### config.mk
export PLATFORM = sky130hd
export DESIGN_NAME = fp_div_iter
export DESIGN_NICKNAME = d
export VERILOG_FILES = /design/src/rtl/fp_pkg.sv /design/src/rtl/fp_round_pack.sv /design/src/rtl/fp_div_iter.sv
export SDC_FILE = /design/constraint.sdc
export NUM_CORES = 1
export LEC_CHECK = 0
export BUFFER_PORTS_ARGS = -buffer_cell sky130_fd_sc_hd__buf_2
export CAP_MARGIN = 0
export CORE_MARGIN = 10
export CORE_UTILIZATION = 59
export DETAILED_ROUTE_END_ITERATION = 10
export PLACE_DENSITY_LB_ADDON = 0.3
export SYNTH_ARGS = -nofsm -noshare
export SYNTH_HDL_FRONTEND = slang
export SYNTH_SLANG_ARGS = --single-unit
### constraint.sdc
create_clock -name clk -period 10.1 [get_ports clk]
set_clock_uncertainty 0.15 [all_clocks]
set_input_delay 2.02 -clock clk [delete_from_list [all_inputs] [get_ports clk]]
set_output_delay 2.02 -clock clk [all_outputs]
set_load 0.02 [all_outputs]
### src/rtl/fp_pkg.sv
// Shared floating-point definitions: formats, classifier flag indices,
// rounding modes, fflags positions, canonical constants, divider states.
package fp_pkg;
  localparam int NSIG = 23;
  localparam int NEXP = 8;
  localparam int BIAS = 127;

  // Classifier flag vector bit indices
  localparam int SNAN        = 0;
  localparam int QNAN        = 1;
  localparam int P_INF       = 2;
  localparam int P_ZERO      = 3;
  localparam int P_SUBNORMAL = 4;
  localparam int P_NORMAL    = 5;
  localparam int N_INF       = 6;
  localparam int N_ZERO      = 7;
  localparam int N_SUBNORMAL = 8;
  localparam int N_NORMAL    = 9;
  localparam int NCLASS      = 10;

  // RISC-V rounding modes
  localparam logic [2:0] RM_RNE = 3'b000;
  localparam logic [2:0] RM_RTZ = 3'b001;
  localparam logic [2:0] RM_RDN = 3'b010;
  localparam logic [2:0] RM_RUP = 3'b011;
  localparam logic [2:0] RM_RMM = 3'b100;

  // fflags bit positions {NV,DZ,OF,UF,NX}
  localparam int FF_NX = 0;
  localparam int FF_UF = 1;
  localparam int FF_OF = 2;
  localparam int FF_DZ = 3;
  localparam int FF_NV = 4;

  localparam logic [NSIG+NEXP:0] CANON_NAN  = 32'h7FC0_0000;
  localparam logic [NSIG+NEXP:0] MAX_FINITE = 32'h7F7F_FFFF;

  // Divider FSM states
  typedef logic [1:0] state_t;
  localparam state_t S_IDLE = 2'd0;
  localparam state_t S_DIV  = 2'd1;
  localparam state_t S_RND  = 2'd2;
  localparam state_t S_DONE = 2'd3;
endpackage

### src/rtl/fp_round_pack.sv
// Combinational round-and-pack: denormalises tiny results, rounds per
// RISC-V frm, packs binary32 and reports OF/UF/NX. Shared by div/mul/sqrt.
module fp_round_pack
  import fp_pkg::*;
#(
  parameter int QBITS = NSIG + 4
) (
  input  logic                   i_sign,
  input  logic [NEXP+2:0]        i_exp,     // signed biased exponent
  input  logic [QBITS-1:0]       i_sig,     // 1.f with integer bit at top
  input  logic                   i_sticky,
  input  logic [2:0]             i_frm,
  output logic [NSIG+NEXP:0]     o_result,
  output logic                   o_of,
  output logic                   o_uf,
  output logic                   o_nx
);
  localparam int SHW = $clog2(QBITS + 2);
  localparam logic signed [NEXP+2:0] SH_MAX = (NEXP+3)'(QBITS + 1);
  localparam logic signed [NEXP+2:0] E_MAX  = (NEXP+3)'(2**NEXP - 1);

  logic signed [NEXP+2:0] w_exp, w_sh_full, w_ew, w_exp_out;
  logic                   w_tiny, w_inc, w_g, w_st, w_lost;
  logic [SHW-1:0]         w_sh;
  logic [2*QBITS:0]       w_shifted;
  logic [QBITS-1:0]       w_sig;
  logic [NSIG:0]          w_m;
  logic [NSIG+1:0]        w_mr;

  assign w_exp     = $signed(i_exp);
  assign w_tiny    = (w_exp <= 0);
  assign w_sh_full = (NEXP+3)'(1) - w_exp;
  // Tiny results shift right by 1-e; anything past QBITS+1 is all sticky
  assign w_sh      = !w_tiny ? '0 :
                     (w_sh_full > SH_MAX) ? SHW'(QBITS + 1) : w_sh_full[SHW-1:0];
  assign w_shifted = {i_sig, {(QBITS+1){1'b0}}} >> w_sh;
  assign w_sig     = w_shifted[2*QBITS:QBITS+1];
  assign w_lost    = |w_shifted[QBITS:0];

  assign w_m  = w_sig[QBITS-1 -: NSIG+1];
  assign w_g  = w_sig[QBITS-NSIG-2];
  assign w_st = (|w_sig[QBITS-NSIG-3:0]) | i_sticky | w_lost;

  // Rounding increment; unknown modes fall back to RNE
  always_comb begin
    w_inc = 1'b0;
    case (i_frm)
      RM_RTZ:  w_inc = 1'b0;
      RM_RDN:  w_inc = i_sign & (w_g | w_st);
      RM_RUP:  w_inc = ~i_sign & (w_g | w_st);
      RM_RMM:  w_inc = w_g;
      default: w_inc = w_g & (w_st | w_m[0]);
    endcase
  end

  assign w_mr = {1'b0, w_m} + (NSIG+2)'(w_inc);
  assign w_ew = w_tiny ? '0 : w_exp;

  // Exponent after rounding: carry bumps it, subnormal rounding into the
  // hidden bit lands on the minimum normal exponent
  always_comb begin
    if (w_mr[NSIG+1])  w_exp_out = w_ew + (NEXP+3)'(1);
    else if (w_tiny)   w_exp_out = $signed({{(NEXP+2){1'b0}}, w_mr[NSIG]});
    else               w_exp_out = w_ew;
  end

  assign o_of = (w_exp_out >= E_MAX);
  assign o_nx = w_g | w_st | o_of;
  assign o_uf = (w_exp_out == 0) & o_nx;

  // Overflow picks inf or largest finite depending on direction
  always_comb begin
    o_result = {i_sign, w_exp_out[NEXP-1:0], w_mr[NSIG-1:0]};
    if (o_of) begin
      if ((i_frm == RM_RTZ) || (i_frm == RM_RDN && !i_sign) || (i_frm == RM_RUP && i_sign))
        o_result = {i_sign, MAX_FINITE[NSIG+NEXP-1:0]};
      else
        o_result = {i_sign, {NEXP{1'b1}}, {NSIG{1'b0}}};
    end
  end
endmodule

### src/rtl/fp_div_iter.sv
// Iterative binary32 divider, radix-2 restoring, valid/ready both sides.
// Optional FP_DIV_POW2_SHORTCUT_EN: power-of-two divisors skip the
// recurrence (same results and flags, latency 2 instead of 29).
module fp_div_iter
  import fp_pkg::*;
#(
  parameter int QBITS = NSIG + 4
) (
  input  logic               clk,
  input  logic               rst_n,
  input  logic               i_flush,
  input  logic               i_in_valid,
  output logic               o_in_ready,
  input  logic [NSIG+NEXP:0] i_a_flags,
  input  logic [NEXP+1:0]    i_a_exp,
  input  logic [NSIG:0]      i_a_sig,
  input  logic [NSIG+NEXP:0] i_b_flags,
  input  logic [NEXP+1:0]    i_b_exp,
  input  logic [NSIG:0]      i_b_sig,
  input  logic [2:0]         i_frm,
  output logic               o_out_valid,
  input  logic               i_out_ready,
  output logic [NSIG+NEXP:0] o_result,
  output logic [4:0]         o_fflags
);
  localparam int CNTW = $clog2(QBITS);

  state_t                 r_state;
  logic                   r_sign;
  logic [2:0]             r_frm;
  logic signed [NEXP+2:0] r_exp;
  logic [NSIG+2:0]        r_rem;
  logic [NSIG:0]          r_div;
  logic [QBITS-1:0]       r_q;
  logic [CNTW-1:0]        r_cnt;
  logic [NSIG+NEXP:0]     r_result;
  logic [4:0]             r_fflags;

  logic w_a_nan, w_b_nan, w_a_inf, w_b_inf, w_a_zero, w_b_zero, w_sign;
  logic w_special, w_unused_flags;
  logic [NSIG+NEXP:0] w_sp_res, w_inf, w_zero;
  logic [4:0]         w_sp_flags;
  logic signed [NEXP+2:0] w_exp_in, w_rnd_exp;
  logic [NSIG+3:0]    w_diff;
  logic               w_qbit;
  logic [NSIG+2:0]    w_rsel;
  logic [QBITS-1:0]   w_rnd_sig;
  logic [NSIG+NEXP:0] w_rp_result;
  logic               w_of, w_uf, w_nx;

  assign w_unused_flags = ^{i_a_flags[NSIG+NEXP:NCLASS], i_b_flags[NSIG+NEXP:NCLASS],
                            i_a_flags[P_NORMAL], i_a_flags[P_SUBNORMAL],
                            i_b_flags[P_NORMAL], i_b_flags[P_SUBNORMAL]};

  assign w_a_nan  = i_a_flags[SNAN] | i_a_flags[QNAN];
  assign w_b_nan  = i_b_flags[SNAN] | i_b_flags[QNAN];
  assign w_a_inf  = i_a_flags[P_INF] | i_a_flags[N_INF];
  assign w_b_inf  = i_b_flags[P_INF] | i_b_flags[N_INF];
  assign w_a_zero = i_a_flags[P_ZERO] | i_a_flags[N_ZERO];
  assign w_b_zero = i_b_flags[P_ZERO] | i_b_flags[N_ZERO];
  assign w_sign   = (i_a_flags[N_INF] | i_a_flags[N_ZERO] | i_a_flags[N_SUBNORMAL] | i_a_flags[N_NORMAL])
                  ^ (i_b_flags[N_INF] | i_b_flags[N_ZERO] | i_b_flags[N_SUBNORMAL] | i_b_flags[N_NORMAL]);
  assign w_inf    = {w_sign, {NEXP{1'b1}}, {NSIG{1'b0}}};
  assign w_zero   = {w_sign, {(NSIG+NEXP){1'b0}}};

  // Special-case decode, ordered so NaN and invalid forms take priority
  always_comb begin
    w_special  = 1'b1;
    w_sp_res   = CANON_NAN;
    w_sp_flags = '0;
    if (w_a_nan || w_b_nan)
      w_sp_flags[FF_NV] = i_a_flags[SNAN] | i_b_flags[SNAN];
    else if ((w_a_zero && w_b_zero) || (w_a_inf && w_b_inf))
      w_sp_flags[FF_NV] = 1'b1;
    else if (w_a_inf)
      w_sp_res = w_inf;
    else if (w_b_zero) begin
      w_sp_res          = w_inf;
      w_sp_flags[FF_DZ] = 1'b1;
    end else if (w_a_zero || w_b_inf)
      w_sp_res = w_zero;
    else
      w_special = 1'b0;
  end

  assign w_exp_in = $signed({i_a_exp[NEXP+1], i_a_exp}) - $signed({i_b_exp[NEXP+1], i_b_exp})
                  + (NEXP+3)'(BIAS);

  // One restoring step: keep the difference when it does not borrow
  assign w_diff = {1'b0, r_rem} - {3'b000, r_div};
  assign w_qbit = ~w_diff[NSIG+3];
  assign w_rsel = w_qbit ? w_diff[NSIG+2:0] : r_rem;

  // Quotient lies in (0.5, 2); a clear integer bit needs one left shift
  assign w_rnd_sig = r_q[QBITS-1] ? r_q : (r_q << 1);
  assign w_rnd_exp = r_q[QBITS-1] ? r_exp : r_exp - (NEXP+3)'(1);

  fp_round_pack #(.QBITS(QBITS)) u_rp (
    .i_sign   (r_sign),
    .i_exp    (w_rnd_exp),
    .i_sig    (w_rnd_sig),
    .i_sticky (r_rem != '0),
    .i_frm    (r_frm),
    .o_result (w_rp_result),
    .o_of     (w_of),
    .o_uf     (w_uf),
    .o_nx     (w_nx)
  );

  // Control FSM and datapath registers; flush overrides every transition
  always_ff @(posedge clk or negedge rst_n) begin
    if (!rst_n) begin
      r_state  <= S_IDLE;
      r_sign   <= 1'b0;
      r_frm    <= '0;
      r_exp    <= '0;
      r_rem    <= '0;
      r_div    <= '0;
      r_q      <= '0;
      r_cnt    <= '0;
      r_result <= '0;
      r_fflags <= '0;
    end else if (i_flush) begin
      r_state <= S_IDLE;
    end else begin
      case (r_state)
        S_IDLE: if (i_in_valid) begin
          r_sign <= w_sign;
          r_frm  <= i_frm;
          r_exp  <= w_exp_in;
          if (w_special) begin
            r_result <= w_sp_res;
            r_fflags <= w_sp_flags;
            r_state  <= S_DONE;
          end
`ifdef FP_DIV_POW2_SHORTCUT_EN
          else if (i_b_sig == {1'b1, {NSIG{1'b0}}}) begin
            r_q     <= {i_a_sig, {(QBITS-NSIG-1){1'b0}}};
            r_rem   <= '0;
            r_state <= S_RND;
          end
`endif
          else begin
            r_rem   <= {2'b00, i_a_sig};
            r_div   <= i_b_sig;
            r_q     <= '0;
            r_cnt   <= CNTW'(QBITS - 1);
            r_state <= S_DIV;
          end
        end
        S_DIV: begin
          r_q   <= {r_q[QBITS-2:0], w_qbit};
          r_rem <= w_rsel << 1;
          r_cnt <= r_cnt - 1'b1;
          if (r_cnt == '0) r_state <= S_RND;
        end
        S_RND: begin
          r_result <= w_rp_result;
          r_fflags <= {2'b00, w_of, w_uf, w_nx};
          r_state  <= S_DONE;
        end
        S_DONE: if (i_out_ready) r_state <= S_IDLE;
        default: r_state <= S_IDLE;
      endcase
    end
  end

  assign o_in_ready  = (r_state == S_IDLE);
  assign o_out_valid = (r_state == S_DONE);
  assign o_result    = r_result;
  assign o_fflags    = r_fflags;
endmodule

### Word level (Yosys, flattened, before mapping)

Index checks and enable logic that the tools add are counted.

* add/sub/neg operators: 8
* $lt $le $gt $ge: 3
* eq/ne operators: 13
* shifts and indexed selects: 1
* muxes and demuxes: 48
* bitwise logic cells: 27
* reduce and logical (&&, ||, !) cells: 23

Operator list (count)
* two-way mux 32 bit: 7
* two-way mux 27 bit: 3
* one-hot mux 32 bit (2 select lines): 1
* >> shifter 55 x 5 -> 55 bit: 1
* one-hot mux 27 bit (2 select lines): 1
* two-way mux 26 bit: 2
* one-hot mux 26 bit (2 select lines): 1
* two-way mux 11 bit: 4
* zero test 32 bit: 1
* two-way mux 31 bit: 1
* two-way mux 5 bit: 6
* OR reduction 28 bit: 1
* subtractor 26 x 24 -> 27 bit: 1
* nonzero test 26 bit: 1
* adder 24 x 1 -> 25 bit: 1
* two-way mux 25 bit: 1
* two-way mux 24 bit: 1
* one-hot mux 5 bit (2 select lines): 2
* bitwise OR 1 bit: 18
* AND reduction 4 bit: 3
* adder 11 x 2 -> 11 bit (second input constant): 1
* adder 11 x 8 -> 11 bit (second input constant): 1
* >= comparator 11 x 9 -> 1 bit (second input constant): 1
* greater-than comparator 11 x 6 -> 1 bit (second input constant): 1
* other kinds (29): 62

* register bits: 136
* bits of input ports: 140
* output and inout port bits: 39
* word-level logic and storage cells: 133

### Depth between registers and ports, before layout

Gate-level depths: netlist of the first run.

* depth in word-level cells: 20
* depth in mapped cells: 41
* depth with buffers taken out: 34

### Cells and area by module

From an unflattened synthesis of the first run, not the netlist that was laid out.

* cells, all modules: 1433
* area total of the unflattened synthesis: 12119.1 sq um

By module, submodules not included
* fp_div_iter: instances 1, cells an instance 865, area each 8026.4 sq um, seq. area each 3403.3 sq um
* fp_round_pack: instances 1, cells an instance 568, area each 4092.7 sq um, seq. area each 0.0 sq um

### Worst setup path after synthesis of the first run

OpenSTA, ideal clock, no wires.

* path kind: register to register
* start point: register r_q[26]
* end point: register r_result[14], in the netlist o_result[14]
* library setup time: 0.104 ns
* data arrival time: 8.101 ns
* data required time: 9.846 ns
* path slack: 1.745 ns
* stages on the path, launching flop included: 41
* path buffers: 9
* clock period less this slack: 8.355 ns
* cell sequence: dfrtp_1 -> buf_2 -> buf_2 -> buf_1 -> clkbuf_1 -> o21ai_0 -> and2_1 -> clkbuf_1 -> ha_1 -> nor2b_1 -> a22oi_1 -> o21ai_0 -> xnor2_1 -> nor2_1 -> o221ai_1 -> nor2_2 -> clkbuf_1 -> o22ai_1 -> [... 5 more ...] -> a21oi_1 -> or4_1 -> nor3_1 -> o21a_1 -> a221oi_1 -> ha_1 -> ha_1 -> o211ai_1 -> or3_1 -> or4_1 -> buf_2 -> mux2i_1 -> or3_1 -> o31a_1 -> buf_6 -> nand3b_4 -> buf_6 -> o311ai_1

* longest elaborated chain between the ends: 18
* elaborated cells on any way between the ends: 26
* classes of those cells: add/sub: 3; order compare: 3; shift: 1; mux: 10; bitwise: 7; reduce/logical: 2

Ends and longest elaborated chain
* start, declared: RTL line fp_div_iter.sv:34 `logic [QBITS-1:0] r_q;`
* start signal, assigned: RTL line fp_div_iter.sv:152 `r_q <= {r_q[QBITS-2:0], w_qbit};`
* parallel branches: the longest is 16 deep, another holds adder 24 x 1 -> 25 bit
* two-way mux 31 bit (*): RTL line fp_round_pack.sv:74 `if (o_of) begin`
* one-hot mux 32 bit (2 select lines) (*): RTL line fp_div_iter.sv:126 `case (r_state)`
* end signal, assigned: RTL line fp_div_iter.sv:132 `r_result <= w_sp_res;`
* end signal, assigned: RTL line fp_div_iter.sv:158 `r_result <= w_rp_result;`
* end, declared: RTL line fp_div_iter.sv:36 `logic [NSIG+NEXP:0] r_result;`

Every way passes the cells marked *.
A chain may end at the register's enable or synchronous reset.

### Final worst setup path of the first run

* start point: register r_exp[0]
* end point: register r_result[9], in the netlist o_result[9]

* longest elaborated chain between the ends: 19
* elaborated cells on any way between the ends: 26
* classes of those cells: add/sub: 4; order compare: 3; shift: 1; mux: 9; bitwise: 7; reduce/logical: 2

Ends and longest elaborated chain
* start, declared: RTL line fp_div_iter.sv:31 `logic signed [NEXP+2:0] r_exp;`
* start signal, assigned: RTL line fp_div_iter.sv:130 `r_exp <= w_exp_in;`
* subtractor 11 x 2 -> 11 bit: RTL line fp_div_iter.sv:96 `assign w_rnd_exp = r_q[QBITS-1] ? r_exp : r_exp - (NEXP+3)'(1);`
* two-way mux 11 bit (*): RTL line fp_div_iter.sv:96
* parallel branches: the longest is 15 deep, another holds adder 24 x 1 -> 25 bit
* two-way mux 31 bit (*): RTL line fp_round_pack.sv:74
* one-hot mux 32 bit (2 select lines) (*): RTL line fp_div_iter.sv:126

Marks and branches as above.

==> metrics, run 1 <==
number of diodes=0; Multi-input gate area=roughly 7600 um2; Slew HR=between 20% and 30%; Total GRT Usage=a little under a quarter; Hold Crit Start=o_result[23]$_DFFE_PN0P_; fraction of layout cells with a size suffix above 1=~18%; via count=10810; Cell variety after synth=a little under 90; initial antenna violation count=0; dominant cell by count in the synthesized netlist=nand2_1; # IOs=around 180; Peak supply drop=approximately 0.18 mV; Crit-path slowest cell=or4_1; commonest cells in the netlist=nand2_1 (228), dfrtp_1 (136), o21ai_0 (106); Internal=roughly 2.1 mW; number of global-route vias before repair=10490; Worst R2R Setup Slack=between 600 and 700 ps; CTS buffer count=17; Setup TNS=0 ps; Slew @ Worst Pin=approximately 1200 ps; chip width=approximately 160 um; Mapped Area=roughly 12000 um2; Starting Density=between 50% and 60%; Synth area leader=dfrtp_1; die height=~160 um; Crit path largest cell delay=approximately 690 ps; Post-Syn Instances=between 1000 and 1500; Leak Pwr=5.645 nW; Synth async-reset ratio=100.0%; Comb pwr share=64.8%; max-slew violations=0; clock share of power=15.2%; DR DRC count=0; fin cells=1765; Post-DRT Antenna Nets=0; GRT overflow=0; reg2reg start=r_exp[0]$_DFFE_PN0P_; CTS Buffer Depth=2; sequential power share=roughly 20%; Critical Path RT=~10000 ps; DRT Wirelength=about 30000 um; post-synth net total=around 1600; RSZ-0062 raised after global routing=no; Storage cell area=about 3400 um2; critical path fanouts, max=22; post-synthesis sequential area ratio=between 20% and 30%; flops & latches, synth=approximately 140; Hold Path End=o_result[23]$_DFFE_PN0P_; worst hold stages=2; final setup fails=0; top_reg_cell synth=dfrtp_1; Max Cap Viol=0; CTS tree=built; PortBufs=130; pwr dens=between 300 and 400 nW/um2; CORE AREA=19330 um2; drt wl/cell=approximately 17 um; Setup crit end kind=flip-flop; Buf+Inv Stages, Crit Path=2; cts hold-fix bufs=0; largest net degree at the start of global routing=82; status=complete, no violations; die area=approximately 26000 um2; Top cell by count, worst path=ha_1; Cell Rows=51; Final Hold Viols=0; Fmax=approximately 110 MHz; critical path type=reg2reg; HP Class=reg2reg; Syn Area/Cell=8.236 um2; R2R depth=34; area delta synth->final=12.02%; H-tree Lvls=4; initial DRC count=approximately 950; via/cell ratio=between 6 and 7; Post-synth EDFFs=0; drt pass-1 iters=6; Fillers=1647; Sw Share=between 50% and 60%; Final #Nets=roughly 1700; Yosys top cell area share=between 20 and 30%; Critical Path Stages=34; cell family with most CP delay=simple AND/OR/NAND/NOR gates; first-pass GRT wire length=~51000 um; YS warnings=0; final period utilization=93.07%; clk slew on worst S/H paths=60 ps; CP arrival=9580 ps; Pwr Total=between 4 and 5 mW; clock sink count=between 100 and 150; Clock Latency Late Sink=440 ps; routability congestion estimate=0.9881; Root Buffer=clkbuf_16; top cells by area, synth=dfrtp_1 (30%), nand2_1 (7.4%), ha_1 (6.1%), o21ai_0 (4.6%), mux2_2 (3.7%); Startpoint Class=flip-flop; reg2reg end=o_result[9]$_DFFE_PN0P_; hpwl dp=~23000 um; Sw Pwr=2.201 mW; DP Cell Count=1735; fin crit period=between 9000 and 10000 ps
==> how the worst max path moves through the flow <==
| stage | startpoint | end | slack, ps |
|---|---|---|---|
| after global placement | r_exp[0]$_DFFE_PN0P_ | o_result[14]$_DFFE_PN0P_ | 940 |
| after CTS | r_exp[0]$_DFFE_PN0P_ | o_result[9]$_DFFE_PN0P_ | 750 |
| after global routing | r_exp[0]$_DFFE_PN0P_ | o_result[9]$_DFFE_PN0P_ | 60 |
| final | r_exp[0]$_DFFE_PN0P_ | o_result[9]$_DFFE_PN0P_ | 700 |
| after floorplan | r_q[26]$_DFFE_PN0P_ | o_result[14]$_DFFE_PN0P_ | 1740 |
| after detailed placement | r_exp[0]$_DFFE_PN0P_ | o_result[9]$_DFFE_PN0P_ | 740 |
==> layer usage <==
metal  GRT usage (%)  routed length [um]
met2           38.98               14560
met4           7.262                 525
met1           29.07               13380
met5               0                   0
met3           4.679                1915
==> state kept, by name (all words and copies together) (netlist names), 3 cells and up <==
name and cells:
r_div 24, r_frm 3, o_result 32, r_cnt 5, r_rem 26, r_q 27
o_fflags 5, r_exp 11
==> worst min-delay path, stage by stage, from the launching register on <==
cell and delay [ps]:
dfrtp_1 340, nand2_1 40, o21ai_0 60
==> power groups by stage <==
stage,sequential (mW),combinational [mW],clock [mW]
finish,0.855,2.77,0.649
floorplan,0.850,2.09,0
detailed placement,0.861,2.71,0
global route,0.877,3.07,0.679
CTS,0.852,2.73,0.657
global placement,0.854,2.67,0
==> kinds of logic after synthesis <==
kind of cell | Yosys count | share of synthesized area (%)
simple gates | 542 | 23.16
compound gates | 372 | 22.91
buf+inv | 142 | 5.295
flops | 136 | 29.51
xor+xnor | 79 | 6.131
mux | 71 | 6.576
fa+ha+maj | 58 | 6.424
==> layout by cell type, fill, tap and decap left out, types with 17 or more instances in the layout <==
cell type,netlist,final
a21oi_1,39,38
buf_2,14,129
buf_4,2,17
clkbuf_16,0,17
dfrtp_1,136,135
ha_1,56,55
inv_1,65,65
mux2_2,38,38
mux2i_1,33,33
nand2_1,228,228
nand3_1,53,53
nor2_1,93,92
nor3_1,47,47
nor4_1,17,17
o211ai_1,33,33
o211ai_2,17,17
o21ai_0,106,105
o22ai_1,24,24
o31ai_1,20,20
xnor2_1,47,47
xor2_1,30,30
==> per-stage QoR <==
stage / instance area, um2 / setup slack (ps) / hold slack (ps) / utilization, %
2_1_floorplan: 11530 / 1745 / 307.4 / -
4_1_cts: 12910 / 746.0 / 330.0 / 66.78
5_1_grt: 12920 / 60.68 / 368.3 / 66.81
6_report: 12920 / 699.5 / 323.2 / 66.81
3_5_place_dp: 12310 / 735.5 / 315.6 / 63.67
3_3_place_gp: 12310 / 939.2 / 308.0 / 63.67
==> timing repair <==
action / CTS / global route
endpoints found under the setup margin: 0 / 22
setup buffers: 0 / 0
endpoints found under the hold margin: 0 / 0
resized for setup: 0 / 1
==> area by class of cell <==
class | instances | area share (%)
repair buffers | 147 | 6.073
multi-input cells | 1122 | 58.46
clock buffers | 20 | 3.535
flip-flops and latches | 136 | 26.36
clock inverters | 10 | 1.124
inverters | 65 | 1.889
well taps | 265 | 2.567
No activity file was read; power rests on OpenSTA's default activity.
==> inputs of run 2 (changes only) <==
- REMOVE_ABC_BUFFERS: unset -> 1
==> run 2 against run 1 <==
  * Critical path depth unchanged
  * Clock power decreased by 8.8%
  * Clock-buffer cell count increased by 3
  * Cell count increased by 0.34%
==> metrics, run 2 (synthesis gave the netlist of run 1 again) <==
status=complete, no violations (unchanged); largest net degree at the start of global routing=83 (was 82); die height=159.8 um (unchanged); chip width=159.8 um (unchanged); RSZ-0062 raised after global routing=no (unchanged); R2R depth=34 (unchanged); Fmax=107.2 MHz (was 106.4 MHz); CP arrival=9500 ps (was 9580 ps); Setup TNS=0 ps (unchanged); Pwr Total=4.300 mW (was 4.279 mW); Crit path largest cell delay=540 ps (was 690 ps); PortBufs=130 (unchanged); CTS Buffer Depth=2 (unchanged); reg2reg end=o_result[10]$_DFFE_PN0P_ (was o_result[9]$_DFFE_PN0P_); initial antenna violation count=0 (unchanged); GRT overflow=0 (unchanged); Post-DRT Antenna Nets=0 (unchanged); Starting Density=59.64% (unchanged); leading cell type in the layout, fill and taps excluded=nand2_1 (unchanged); DR DRC count=0 (unchanged); Internal=2.048 mW (was 2.078 mW); Clock Latency Late Sink=440 ps (about the same); Slew HR=22.87% (was 21.26%); Final Hold Viols=0 (unchanged); drt pass-1 iters=5 (was 6); Sw Share=52.38% (was 51.43%); Final #Nets=1692 (was 1687); cts hold-fix bufs=0 (unchanged); clock share of power=13.8% (was 15.2%); Slew @ Worst Pin=1153 ps (was 1177 ps); number of global-route vias before repair=10720 (was 10490); HP Class=reg2reg (unchanged); final period utilization=92.33% (was 93.07%); Placed Area=12350 um2 (was 12310 um2); Cell Rows=51 (unchanged); Setup crit end kind=flip-flop (unchanged); Comb pwr share=66.3% (was 64.8%); fin crit period=9325 ps (was 9401 ps); fraction of layout cells with a size suffix above 1=18.59% (was 18.47%); clock sink count=136 (unchanged); first-pass GRT wire length=52270 um (was 50680 um); Critical Path RT=10280 ps (was 10270 ps); Worst R2R Setup Slack=770 ps (was 700 ps); hpwl dp=22840 um (was 22570 um); reg2reg start=r_exp[0]$_DFFE_PN0P_ (unchanged); post-CTS sizing=0 (unchanged); final setup fails=0 (unchanged); Crit-path slowest cell=or4_1 (unchanged); design area=12900 um2 (was 12920 um2); Top cell by count, worst path=ha_1 (unchanged); clk slew on worst S/H paths=60 ps (about the same); via count=10990 (was 10810); Hold Crit Start=o_result[31]$_DFFE_PN0P_ (was o_result[23]$_DFFE_PN0P_); H-tree Lvls=4 (unchanged); postcts setup bufs=0 (unchanged); Fillers=1624 (was 1647); initial DRC count=896 (was 946); DRT Wirelength=31210 um (was 30380 um); Leak Pwr=5.643 nW (was 5.645 nW); max-slew violations=0 (unchanged); Total GRT Usage=23.80% (was 23.09%); CTS buffer count=17 (unchanged); via/cell ratio=6.208 (was 6.125); Hold Path End=o_result[31]$_DFFE_PN0P_ (was o_result[23]$_DFFE_PN0P_); pwr dens=333.3 nW/um2 (was 331.3 nW/um2); Peak supply drop=0.1841 mV (was 0.1784 mV); Max Cap Viol=0 (unchanged); routability congestion estimate=0.9844 (was 0.9881); Buf+Inv Stages, Crit Path=2 (unchanged); # IOs=179 (unchanged); number of diodes=0 (unchanged); area delta synth->final=11.89% (was 12.02%); die area=25540 um2 (unchanged); Startpoint Class=flip-flop (unchanged); cell family with most CP delay=simple AND/OR/NAND/NOR gates (unchanged); critical path fanouts, max=23 (was 22); drt wl/cell=17.62 um (was 17.21 um); Largest register FFs=32 (unchanged); critical path type=reg2reg (unchanged); Sw Pwr=2.252 mW (was 2.201 mW); worst hold stages=2 (unchanged); CTS tree=built (unchanged); CORE AREA=19330 um2 (unchanged); Root Buffer=clkbuf_16 (unchanged); most frequent cells in the layout=nand2_1 (228), dfrtp_1 (135), buf_2 (129) (unchanged); sequential power share=19.9% (was 20.0%)
run 2: changes by cell type in the layout (fill, tap and decap cells not counted), sizes merged:
| cell | before | now |
|---|---|---|
| bufinv | 3 | 1 |
| clkbuf | 20 | 23 |
| clkinv | 3 | 5 |
| buf | 147 | 152 |
| inv | 67 | 65 |
run 2: area by class of cell:
class,instances,area (um2),share of cell area (%)
multi-input cells,1122,7559,58.58
inverters,65,244.0,1.891
repair buffers,152,822.0,6.371
clock buffers,23,467.9,3.627
well taps,265,331.6,2.570
flip-flops and latches,136,3405,26.39
clock inverters,8,73.82,0.5721
run 2: stage by stage:
| step | util [%] | cells | setup WS [ps] | hold WS, ps |
|---|---|---|---|---|
| floorplan | - | 1323 | 926.5 | 307.4 |
| CTS | 66.67 | 1771 | 798.3 | 337.9 |
| global route | 66.73 | 1771 | 39.67 | 355.0 |
| global placement | 63.86 | 1740 | 1024 | 307.6 |
| finish | 66.73 | 1771 | 774.8 | 331.4 |
| detailed placement | 63.86 | 1740 | 834.9 | 323.9 |
run 2: per-layer routing:
layer,global-route usage [%],vias to the layer above,share of wire [%]
met3,5.244,68,6.0
met4,7.888,0,2.5
met1,30.46,5218,45
met2,39.06,393,47
met5,0,-,0
li1,-,5315,-
run 2: power by group through the flow:
stage                     combinational (mW)  sequential, mW  clock [mW]
final                                   2.85           0.857       0.592
after detailed placement                2.77           0.864           0
after global placement                  2.72           0.857           0
after CTS                               2.80           0.854       0.595
after floorplan                         1.99           0.879           0
after global routing                    3.12           0.879       0.622
run 2: worst max path at each step:
stage	startpoint	endpoint	slack [ps]	cells past startpoint
after detailed placement	r_exp[0]$_DFFE_PN0P_	o_result[10]$_DFFE_PN0P_	830	30
final	r_exp[0]$_DFFE_PN0P_	o_result[10]$_DFFE_PN0P_	770	34
after CTS	r_exp[0]$_DFFE_PN0P_	o_result[10]$_DFFE_PN0P_	800	31
after global routing	r_exp[0]$_DFFE_PN0P_	o_result[10]$_DFFE_PN0P_	40	30
after floorplan	r_q[26]$_DFFE_PN0P_	o_result[10]$_DFFE_PN0P_	930	27
after global placement	r_exp[0]$_DFFE_PN0P_	o_result[19]$_DFFE_PN0P_	1020	34
run 2: worst register-to-register path, delay by kind of cell (launching register included):
family	cells	cell delay [ps]
buffers and inverters	2	300
multiplexers	1	300
adder cells (fa/ha/maj)	4	1030
AO/OA/AOI/OAI	12	2740
AND/OR/NAND/NOR	14	4050
XOR/XNOR	1	180
flip-flops	1	490
==> inputs of run 3 (changes only) <==
- ABC_AREA: unset -> 1
==> run 3 against run 2 <==
  * Sequential share of layout area decreased by 0.14 points
  * First-iteration DRC count shrank 1.9%
  * Sequential power rose by 2.9%
  * Cell count is 17% higher
  * Die area grew 1.2%
  * Synthesized cell count rose by 21%
  * Synthesized area rose by 1.4%
  * Hold slack worse by 7.0 ps
  * Core utilization decreased by 0.10 points
  * Critical endpoint is now o_result[0]$_DFFE_PN0P_
  * Largest power group unchanged
==> metrics, run 3 <==
Multi-input gate area=7113 um2 (was 7559 um2); worst setup margin=1842 ps (was 774.8 ps); fraction of layout cells with a size suffix above 1=15.33% (was 18.59%); routability congestion estimate=0.9455 (was 0.9844); Setup TNS=0 ps (unchanged); Internal=2.250 mW (was 2.048 mW); post-place setup slack=2033 ps (was 834.9 ps); hpwl dp=23080 um (was 22840 um); initial DRC count=879 (was 896); die height=160.7 um (was 159.8 um); drt wl/cell=14.89 um (was 17.62 um); Final #Nets=1986 (was 1692); postcts setup bufs=0 (unchanged); Cell Rows=51 (unchanged); Final Hold Viols=0 (unchanged); Comb pwr share=70.7% (was 66.3%); Crit path largest cell delay=820 ps (was 540 ps); number of global-route vias before repair=10910 (was 10720); GRT overflow=0 (unchanged); first-pass GRT wire length=51950 um (was 52270 um); DRT Wirelength=30760 um (was 31210 um); Post-synth EDFFs=0 (unchanged); Mapped Area=11690 um2 (was 11530 um2); leading cell type in the layout, fill and taps excluded=nand2_1 (unchanged); area delta synth->final=10.95% (was 11.89%); Top cell by count, worst path=nand2_1 (was ha_1); Max Used Layer=met4 (unchanged); Sw Share=56.31% (was 52.38%); H-tree Lvls=4 (unchanged); HP Class=reg2reg (unchanged); final setup fails=0 (unchanged); drt pass-1 iters=5 (unchanged); initial antenna violation count=0 (unchanged); die area=25840 um2 (was 25540 um2); Storage cell area=3403 um2 (was 3405 um2); Largest register FFs=32 (unchanged); WHS=324.4 ps (was 331.4 ps); WL met2=14720 um (was 14650 um); M1 WL=13780 um (was 13900 um); post-CTS sizing=0 (unchanged); clock sink count=136 (unchanged); CORE AREA=19460 um2 (was 19330 um2); Root Buffer=clkbuf_16 (unchanged); Fillers=1795 (was 1624); clock share of power=12.1% (was 13.8%); CTS buffer count=17 (unchanged); Leak Pwr=6.484 nW (was 5.643 nW); RSZ-0062 raised after global routing=no (unchanged); largest net degree at the start of global routing=73 (was 83); Critical Path RT=10290 ps (was 10280 ps); Synth async-reset ratio=100.0% (unchanged); Post-Syn Instances=1697 (was 1400); Yosys top cell area share=29.12% (was 29.51%); via count=11540 (was 10990); # IOs=179 (unchanged); Total GRT Usage=23.56% (was 23.80%); Startpoint Class=flip-flop (unchanged); Crit-path slowest cell=a21oi_4 (was or4_1); commonest cells in the netlist=nand2_1 (426), inv_1 (202), nand3_1 (198) (was nand2_1 (228), dfrtp_1 (136), o21ai_0 (106)); DR DRC count=0 (unchanged); clk slew on worst S/H paths=60 ps (about the same); Pwr Total=5.149 mW (was 4.300 mW); pwr dens=397.0 nW/um2 (was 333.3 nW/um2); dominant cell by count in the synthesized netlist=nand2_1 (unchanged); CTS tree=built (unchanged); post-synthesis sequential area ratio=29.12% (was 29.51%); Peak supply drop=0.1828 mV (was 0.1841 mV); PortBufs=130 (unchanged); Routed met3 length=1751 um (was 1887 um); status=complete, no violations (unchanged); Cell variety after synth=56 (was 89); design area=12970 um2 (was 12900 um2); Fmax=121.1 MHz (was 107.2 MHz); Slew HR=34.32% (was 22.87%); Placed Area=12390 um2 (was 12350 um2); flops & latches, synth=136 (unchanged); CP arrival=8440 ps (was 9500 ps); critical path type=reg2reg (unchanged); Setup crit end kind=flip-flop (unchanged); Post-DRT Antenna Nets=0 (unchanged); top cells by area, synth=dfrtp_1 (29%), nand2_1 (14%), nand3_1 (8.5%), inv_1 (6.5%), ha_1 (6.0%) (was dfrtp_1 (30%), nand2_1 (7.4%), ha_1 (6.1%), o21ai_0 (4.6%), mux2_2 (3.7%)); Slew @ Worst Pin=984.1 ps (was 1153 ps); CTS Buffer Depth=2 (unchanged); Max Cap Viol=0 (unchanged); most frequent cells in the layout=nand2_1 (426), inv_1 (202), nand3_1 (198) (was nand2_1 (228), dfrtp_1 (135), buf_2 (129)); YS warnings=0 (unchanged); via/cell ratio=5.588 (was 6.208); Syn Area/Cell=6.887 um2 (was 8.236 um2); final period utilization=81.77% (was 92.33%); Clock Latency Late Sink=430 ps (was 440 ps); chip width=160.7 um (was 159.8 um); sequential power share=17.1% (was 19.9%); max-slew violations=0 (unchanged); top_reg_cell synth=dfrtp_1 (unchanged); fin crit period=8258 ps (was 9325 ps); Starting Density=60.05% (was 59.64%); cts hold-fix bufs=0 (unchanged); critical path fanouts, max=35 (was 23); Sw Pwr=2.899 mW (was 2.252 mW); Synth area leader=dfrtp_1 (unchanged)
[run 3: cell count changes in the layout (fill, tap and decap cells not counted), moves of 21 or more]
| cell | before | now |
|---|---|---|
| nand2_1 | 228 | 426 |
| nand3_1 | 53 | 198 |
| inv_1 | 65 | 202 |
| mux2_2 | 38 | 0 |
| xnor2_1 | 47 | 12 |
| a21oi_1 | 38 | 60 |
| nor2_1 | 92 | 114 |
| nor3_1 | 47 | 25 |
| o21ai_2 | 0 | 21 |
[run 3: power groups by stage]
stage / clock [mW] / sequential, mW / combinational (mW)
after floorplan: 0 / 0.931 / 2.65
after global placement: 0 / 0.879 / 3.51
after detailed placement: 0 / 0.888 / 3.57
after CTS: 0.627 / 0.880 / 3.60
after global routing: 0.653 / 0.907 / 4.08
final: 0.624 / 0.882 / 3.64
[run 3: worst paths after layout]
| path | startpoint | slack [ps] | cells after the start | endpoint |
|---|---|---|---|---|
| setup reg to reg | r_exp[0]$_DFFE_PN0P_ | 1840 | 44 | o_result[0]$_DFFE_PN0P_ |
| max in group asynchronous | rst_n | 7040 | 2 | o_result[30]$_DFFE_PN0P_ |
| hold / removal | o_result[2]$_DFFE_PN0P_ | 320 | 2 | o_result[2]$_DFFE_PN0P_ |
| min in group asynchronous | rst_n | 1460 | 1 | r_q[10]$_DFFE_PN0P_ |
| hold reg to reg | o_result[2]$_DFFE_PN0P_ | 320 | 2 | o_result[2]$_DFFE_PN0P_ |
| setup / recovery | r_exp[0]$_DFFE_PN0P_ | 1840 | 44 | o_result[0]$_DFFE_PN0P_ |
[run 3: area by class of cell]
cell class / count / share of cell area (%)
repair buffers: 139 / 5.587
diodes: 1 / 0.01930
clock buffers: 18 / 3.310
well taps: 265 / 2.557
inverters: 218 / 6.310
flip-flops and latches: 136 / 26.24
clock inverters: 13 / 1.119
multi-input cells: 1276 / 54.85
[run 3: worst max-delay path, delay by kind of cell, from the launching register on]
family | cells | cell delay, ps
buffers and inverters | 6 | 830
and+or+nand+nor | 29 | 4340
adders and majority gates | 4 | 940
DFF | 1 | 410
xor gates and xnor gates | 1 | 160
AOI/OAI and AO/OA | 4 | 1290
[run 3: cell families after synthesis]
kind of cell | Yosys count | synth area share (%)
mux | 27 | 2.312
compound gates | 269 | 14.12
flops | 136 | 29.12
xor+xnor | 46 | 3.672
buf+inv | 285 | 10.17
simple gates | 876 | 34.27
fa+ha+maj | 58 | 6.338
[run 3: metrics by stage]
step	util, %	std cells
5_1_grt	66.62	2065
2_1_floorplan	-	1630
4_1_cts	66.62	2065
3_5_place_dp	63.66	2034
6_report	66.63	2066
3_3_place_gp	63.66	2034
[run 3: metal layers]
| layer | GRT usage, % | vias to the layer above |
|---|---|---|
| met2 | 39.90 | 347 |
| li1 | - | 5817 |
| met5 | 0 | - |
| met3 | 4.269 | 40 |
| met1 | 30.49 | 5340 |
| met4 | 5.624 | 0 |
